<file path="src/rtl/rvx10_mem_pkg.sv">
`default_nettype none
// ============================================================================
// Package  : rvx10_mem_pkg
// Brief    : Shared types for the RVX10 unified-memory port arbiter.
// Revision : 1.0
// ============================================================================
package rvx10_mem_pkg;

  localparam int WMASK_W = 4;

  typedef enum logic [1:0] {
    IDLE = 2'd0,
    REQ  = 2'd1,
    WAIT = 2'd2
  } arb_state_t;

  typedef enum logic {
    OWN_IF = 1'b0,
    OWN_DM = 1'b1
  } owner_t;

endpackage
`default_nettype wire

</file>
<file path="src/rtl/sat_counter32.sv">
`default_nettype none
// ============================================================================
// Module   : sat_counter32
// Brief    : 32-bit enabled up-counter, saturating at all-ones, async clear.
// Revision : 1.0
// ============================================================================
module sat_counter32 (
  input  logic        clk,
  input  logic        reset_n,
  input  logic        en_i,
  output logic [31:0] count_o
);

  logic [31:0] count_q;
  logic [31:0] count_d;

  always_comb begin
    count_d = count_q;
    if (en_i && (count_q != 32'hFFFF_FFFF)) begin
      count_d = count_q + 32'd1;
    end
  end

  always_ff @(posedge clk or negedge reset_n) begin
    if (!reset_n) begin
      count_q <= '0;
    end else begin
      count_q <= count_d;
    end
  end

  assign count_o = count_q;

endmodule
`default_nettype wire

</file>
<file path="src/rtl/mem_port_arbiter.sv">
`default_nettype none
// ============================================================================
// Module   : mem_port_arbiter
// Brief    : Shares one single-port memory between IF fetches and MEM
//            loads/stores, one outstanding transaction at a time.
//            Optional performance counters: MEM_ARB_PERF_EN.
// Revision : 1.0
// ============================================================================
module mem_port_arbiter
  import rvx10_mem_pkg::*;
#(
  parameter int XLEN   = 32,
  parameter int ADDR_W = 32
) (
  input  logic               clk,
  input  logic               reset_n,
  input  logic               if_req,
  input  logic [ADDR_W-1:0]  if_addr,
  output logic [XLEN-1:0]    if_rdata,
  output logic               if_valid,
  input  logic               dm_re,
  input  logic               dm_we,
  input  logic [ADDR_W-1:0]  dm_addr,
  input  logic [XLEN-1:0]    dm_wdata,
  input  logic [WMASK_W-1:0] dm_wmask,
  output logic [XLEN-1:0]    dm_rdata,
  output logic               dm_done,
  input  logic               flush_f,
  output logic               mem_req,
  output logic               mem_we,
  output logic [ADDR_W-1:0]  mem_addr,
  output logic [XLEN-1:0]    mem_wdata,
  output logic [WMASK_W-1:0] mem_wmask,
  input  logic               mem_gnt,
  input  logic               mem_rvalid,
  input  logic [XLEN-1:0]    mem_rdata,
  output logic               stall_if,
  output logic               stall_mem,
  output logic [31:0]        perf_if_wait,
  output logic [31:0]        perf_dm_block
);

  arb_state_t         state_q,    state_d;
  owner_t             owner_q,    owner_d;
  logic               discard_q,  discard_d;
  logic               we_q,       we_d;
  logic [ADDR_W-1:0]  addr_q,     addr_d;
  logic [XLEN-1:0]    wdata_q,    wdata_d;
  logic [WMASK_W-1:0] wmask_q,    wmask_d;
  logic [XLEN-1:0]    if_rdata_q, if_rdata_d;
  logic               if_valid_q, if_valid_d;
  logic [XLEN-1:0]    dm_rdata_q, dm_rdata_d;
  logic               dm_done_q,  dm_done_d;

  // A requester whose completion pulse is showing this cycle is not pending,
  // so the IDLE turnaround never re-issues the access that just finished.
  logic w_dm_pend;
  logic w_if_pend;
  assign w_dm_pend = (dm_re | dm_we) & ~dm_done_q;
  assign w_if_pend = if_req & ~if_valid_q;

  always_comb begin
    state_d    = state_q;
    owner_d    = owner_q;
    discard_d  = discard_q;
    we_d       = we_q;
    addr_d     = addr_q;
    wdata_d    = wdata_q;
    wmask_d    = wmask_q;
    if_rdata_d = if_rdata_q;
    if_valid_d = 1'b0;
    dm_rdata_d = dm_rdata_q;
    dm_done_d  = 1'b0;
    case (state_q)
      IDLE: begin
        if (w_dm_pend) begin
          state_d = REQ;
          owner_d = OWN_DM;
          we_d    = dm_we;
          addr_d  = dm_addr;
          wdata_d = dm_wdata;
          wmask_d = dm_wmask;
        end else if (w_if_pend) begin
          state_d = REQ;
          owner_d = OWN_IF;
          we_d    = 1'b0;
          addr_d  = if_addr;
          wdata_d = '0;
          wmask_d = '1;
        end
      end
      REQ: begin
        if ((owner_q == OWN_IF) && flush_f) discard_d = 1'b1;
        if (mem_gnt) state_d = WAIT;
      end
      WAIT: begin
        if (mem_rvalid) begin
          state_d = IDLE;
          we_d    = 1'b0;
          if (owner_q == OWN_DM) begin
            dm_done_d = 1'b1;
            if (!we_q) dm_rdata_d = mem_rdata;
          end else begin
            discard_d = 1'b0;
            // A flush arriving together with the response still kills it.
            if (!(discard_q || flush_f)) begin
              if_valid_d = 1'b1;
              if_rdata_d = mem_rdata;
            end
          end
        end else if ((owner_q == OWN_IF) && flush_f) begin
          discard_d = 1'b1;
        end
      end
      default: state_d = IDLE;
    endcase
  end

  always_ff @(posedge clk or negedge reset_n) begin
    if (!reset_n) begin
      state_q    <= IDLE;
      owner_q    <= OWN_IF;
      discard_q  <= 1'b0;
      we_q       <= 1'b0;
      addr_q     <= '0;
      wdata_q    <= '0;
      wmask_q    <= '0;
      if_rdata_q <= '0;
      if_valid_q <= 1'b0;
      dm_rdata_q <= '0;
      dm_done_q  <= 1'b0;
    end else begin
      state_q    <= state_d;
      owner_q    <= owner_d;
      discard_q  <= discard_d;
      we_q       <= we_d;
      addr_q     <= addr_d;
      wdata_q    <= wdata_d;
      wmask_q    <= wmask_d;
      if_rdata_q <= if_rdata_d;
      if_valid_q <= if_valid_d;
      dm_rdata_q <= dm_rdata_d;
      dm_done_q  <= dm_done_d;
    end
  end

  assign mem_req   = (state_q == REQ);
  assign mem_we    = we_q;
  assign mem_addr  = addr_q;
  assign mem_wdata = wdata_q;
  assign mem_wmask = wmask_q;
  assign if_rdata  = if_rdata_q;
  assign if_valid  = if_valid_q;
  assign dm_rdata  = dm_rdata_q;
  assign dm_done   = dm_done_q;
  assign stall_if  = w_if_pend;
  assign stall_mem = w_dm_pend;

`ifdef MEM_ARB_PERF_EN
  logic w_dm_block;
  assign w_dm_block = if_req & (owner_q == OWN_DM) & (state_q != IDLE);

  sat_counter32 u_if_wait (
    .clk     (clk),
    .reset_n (reset_n),
    .en_i    (stall_if),
    .count_o (perf_if_wait)
  );

  sat_counter32 u_dm_block (
    .clk     (clk),
    .reset_n (reset_n),
    .en_i    (w_dm_block),
    .count_o (perf_dm_block)
  );
`else
  assign perf_if_wait  = '0;
  assign perf_dm_block = '0;
`endif

endmodule
`default_nettype wire

</file>
<file path="config.mk">
export PLATFORM = sky130hd
export DESIGN_NAME = mem_port_arbiter
export DESIGN_NICKNAME = d
export VERILOG_FILES = /design/src/rtl/rvx10_mem_pkg.sv /design/src/rtl/sat_counter32.sv /design/src/rtl/mem_port_arbiter.sv
export SDC_FILE = /design/constraint.sdc
export NUM_CORES = 1
export LEC_CHECK = 0
export BUFFER_PORTS_ARGS = -buffer_cell sky130_fd_sc_hd__buf_4
export CORE_AREA = 2 2 133 135
export CTS_BUF_LIST = sky130_fd_sc_hd__clkbuf_8 sky130_fd_sc_hd__clkbuf_16
export DETAILED_ROUTE_END_ITERATION = 6
export DIE_AREA = 0 0 135 137
export PLACE_DENSITY = 0.78
export SYNTH_ARGS = -nofsm -noshare
export SYNTH_HDL_FRONTEND = slang
export SYNTH_SLANG_ARGS = --single-unit
</file>
<file path="constraint.sdc">
create_clock -name clk -period 2.29 [get_ports clk]
set_input_delay 0.3435 -clock clk [delete_from_list [all_inputs] [get_ports clk]]
set_output_delay 0.3435 -clock clk [all_outputs]
set_load 0.05 [all_outputs]
</file>
# Word-level counts from Yosys, hierarchy flattened

Index checks and enable logic that the tools add are counted.
W data, S select, Z words.

Register bits after elaboration: 139
Input port bits: 140
Output and inout bits: 202
Logic and storage cells: 64

Eq/ne operators: 6
Mux-type cells: 27
Bitwise logic cells: 8
Reduce and logical (&&, ||, !) cells: 12

Operator list:

| kind                 | number |
|---|---|
| $mux W32             | 4 |
| $mux W1              | 14 |
| $mux W2              | 4 |
| $mux W4              | 2 |
| $reduce_and A4 Y1    | 2 |
| $ne A3 B3 Y1 const B | 2 |
| $pmux W2 S3          | 1 |
| $reduce_and A3 Y1    | 2 |
| $reduce_bool A2 Y1   | 3 |
| $not A1 Y1           | 5 |
| $pmux W1 S2          | 2 |
| $reduce_and A2 Y1    | 2 |
| $and A1 B1 Y1        | 2 |
| $eq A2 B1 Y1 const B | 1 |
| $eq A2 B2 Y1 const B | 1 |
| $logic_not A2 Y1     | 1 |
| $ne A2 B1 Y1 const B | 1 |
| $ne A2 B2 Y1 const B | 1 |
| $logic_and A1 B1 Y1  | 1 |
| $logic_or A1 B1 Y1   | 1 |
| $or A1 B1 Y1         | 1 |

# Depth between registers and ports, before layout

Depth after elaboration: 5
Mapped depth: 6
Depth with buffers taken out: 4

# Worst setup path after synthesis

Ideal clock, no wire load.

Kind: reg2out
From: reg dm_done_q (netlist: dm_done)
To: out stall_mem
Data arrival time: 1.881 ns
Required time: 1.947 ns
Setup slack: 0.066 ns
Cell stages (with the launch flop): 5
Buffers on the path: 2
Path through: dfrtp_1 o21bai_2 inv_1 clkbuf_1 clkbuf_1

Longest elaborated chain between the ends: 2

RTL lines:

| item                     | RTL line                | source |
|---|---|---|
| start: declaration       | mem_port_arbiter.sv:53  | `logic dm_done_q, dm_done_d;` |
| start signal: assignment | mem_port_arbiter.sv:143 | `dm_done_q <= dm_done_d;` |
| $not A1 Y1               | mem_port_arbiter.sv:59  | `assign w_dm_pend = (dm_re \| dm_we) & ~dm_done_q;` |
| $and A1 B1 Y1            | mem_port_arbiter.sv:59  |  |
| end: declaration         | mem_port_arbiter.sv:38  | `output logic stall_mem,` |

No other way between the ends.

# Final worst setup path

Ends and elaborated chain as after synthesis.

==> flow_metrics.py <==
metrics = {
    "status": {
        "status": "finished, final reports clean",
    },
    "synthesis": {
        "syn-instance-count": 498,
        "avgSynthCellArea_sq_um": 12.8,
        "synth_cell_types": 33,
        "synth_top_area_cell": "dfrtp_1",
        "synth-warning-count": 0,
        "ys_seq_area_frac": 0.546,
        "synth_seq_cells": 139,
        "syn_area_sq_mm": 0.00637,
        "synth_area_leaders": "dfrtp_1 (55%), mux2_2 (17%), buf_4 (7.5%)",
        "synth_top_area_frac": 0.546,
    },
    "clocking": {
        "clock_sinks": 139,
        "clkTransAtPathRegs_ns": 0.06,
        "h-tree-depth": 4,
        "numCtsBuffers": 17,
        "clockBufferDepth": 2,
        "cts_setup_buffers": 0,
        "clock_latency_ns": 0.42,
        "cts_tree": "built",
        "cts_hold_buf": 1,
        "clockRootBuffer": "clkbuf_16",
        "post_cts_resized": 0,
    },
    "power": {
        "pwr-share-comb": 0.559,
        "worst_ir_drop_vdd_uv": 903,
        "p_leak_uw": 0.00462,
        "power_frac_clock": 0.167,
        "seqPwrFrac": 0.274,
        "p_sw_uw": 7600,
        "internal_power_uw": 8010,
        "swShare": 0.487,
        "power_density_mw_per_mm2": 1720,
    },
    "placement": {
        "gp_congestion": 0.761,
        "place_ws_ns": 0.102,
        "placed_area_sq_mm": 0.00849,
        "place_hpwl_um": 11700,
        "portBuffers": 277,
        "placedCellCount": 980,
    },
    "floorplan": {
        "start_util": 0.373,
        "die-area_sq_mm": 0.0185,
        "fp.dieW_um": 135,
        "dieHeight_um": 137,
        "core_sq_mm": 0.0171,
        "io_pins": 342,
        "row_count": 48,
    },
    "route": {
        "ant_nets": 0,
        "drt-vias-per-instance": 4.53,
        "routed-via-count": 4589,
        "avgRoutedWirePerCell_um": 16.1,
        "post-route-drc-count": 0,
        "dr.pass1.iters": 4,
        "drt-total-wl_um": 16300,
        "first_iter_violations": 195,
    },
    "setup_path": {
        "crit_family": "buffers and inverters",
        "worst_ep_required_time_ns": 1.95,
        "path_cells": "o21bai_4 -> inv_1 -> buf_4 -> buf_4",
        "cp_common_cell": "buf_4",
        "worstPathMaxFanout": 37,
        "worstSetupStartpointType": "flop",
        "cp-end-kind": "output port",
        "critical_path_class": "flop to output port",
        "worst-path-buf-inv": 3,
        "cpMaxStageDelayCell": "buf_4",
        "max_stage_delay_ns": 0.40,
        "cp.arrival_ns": 1.82,
    },
    "sta": {
        "tightest_slew_ns": 1.09,
        "period_minus_slack_ns": 2.17,
        "fmax_ghz": 0.462,
        "grt_setup_unrepaired": "false",
        "timing.final.crit_share": 0.946,
        "setup_ws_ns": 0.123,
        "fin_hold_ws_ns": 0.110,
        "slew_viol_final": 0,
        "setup_violations": 0,
        "hold_viol_final": 0,
        "relSlewSlack": 0.272,
        "finClkSkew_ns": 0.00935,
        "finalSetupTns_ns": 0,
    },
    "final_layout": {
        "antenna_cells": 0,
        "syn2layout_area_growth_pct": 42.2,
        "stdcell_count": 1012,
        "final_common_cell": "buf_4",
        "final_nets": 915,
        "fill_cells": 1524,
        "final_cell_mix": "buf_4 (282), dfrtp_1 (139), mux2_2 (94)",
        "finalInstanceArea_sq_mm": 0.00906,
        "drive_above_1_share": 0.569,
    },
    "global_routing": {
        "grt_pass1_wl_um": 24800,
        "grt_pass1_vias": 4740,
        "grt-ovfl-total": 0,
        "antenna_found_initial": 0,
        "grt_max_degree": 78,
        "track_usage": 0.175,
    },
    "run": {
        "maxCapViolations": 0,
    },
    "worst_hold_path": {
        "hold_class": "primary input to flop",
    },
}
## power groups by stage
stage          combinational (uW)  clock (uW)  sequential, uW
4_1_cts                      8820        2690            4280
5_1_grt                      9140        2800            4420
6_report                     8730        2610            4270
3_5_place_dp                 8820           0            4300
2_1_floorplan                2420           0            8010
3_3_place_gp                 8710           0            4250
## path summary, 6_finish.rpt
check,startpoint,end,cells after the start,slack [ns]
setup / recovery,dm_done,stall_mem,4,0.12
hold / removal,mem_gnt,state_q[0],2,0.11
setup reg to reg,state_q[1],mem_addr[19],3,0.21
hold reg to reg,dm_rdata[30],dm_rdata[30],1,0.49
max in group asynchronous,reset_n,mem_wdata[12],3,1.38
min in group asynchronous,reset_n,dm_rdata[24],2,0.28
## synth_stat cells
library cell  instances
nor2_1                5
buf_4                64
dfrtp_1             139
nor3_1                1
buf_1                 1
o21bai_2              1
a21oi_1               1
conb_1                1
buf_2                 9
mux2_1                5
nor2_2                1
mux2_2               94
mux2_4               29
nand3b_4              1
or4b_1                1
a21o_1                1
o21ai_0              37
clkbuf_1             15
nand2_1              36
mux2i_1               1
nor3_2                1
o22ai_1               1
nand3_1              36
o31ai_1               1
or4_1                 1
nor4b_4               1
inv_1                 4
buf_6                 4
nand2b_1              1
nor2b_1               2
nand3b_1              1
a31oi_1               1
a21oi_2               1
## kinds of logic (layout without fill, tap and decap cells)
group           count (synthesis)  in the layout  share of synthesized area
simple gates                   88             88                     0.0695
flops                         139            139                      0.546
other cells                     1             64                   0.000589
mux                           129            129                      0.245
compound gates                 44             44                     0.0373
buf+inv                        97            323                      0.101
## layout make-up
class                      instances  area (sq um)  area share
sequential                       139          3480       0.384
multi-input combinational        325          2510       0.277
timing repair buffer             288          2220       0.245
clock buffer                      18           439      0.0485
tap                              225           282      0.0311
clock inverter                    13           118      0.0130
inverter                           4          15.0     0.00166
## per-stage QoR
stage / util / power, uW
final: 0.531 / 15600
after floorplan: - / 10400
after CTS: 0.531 / 15800
after detailed placement: 0.498 / 13100
after global placement: 0.498 / 13000
after global routing: 0.531 / 16400
## sequential cells by signal (all words and copies together), names as in the netlist
register	flops
dm_rdata	32
if_rdata	32
mem_addr	32
mem_wdata	32
mem_wmask	4
state_q	2
discard_q	1
dm_done	1
if_valid	1
mem_we	1
owner_q	1
## worst reg2reg max path, stage by stage (launching register included)
cell     delay, ns
dfrtp_1       0.55
nor4b_4       0.13
a21oi_4       0.84
mux2_2        0.44
## layer usage
layer | part of all wire | track usage
met1 | 0.39 | 0.200
met2 | 0.51 | 0.303
met3 | 0.082 | 0.0641
met4 | 0.017 | 0.0637
met5 | 0 | 0
No activity file was read; power rests on OpenSTA's default activity.
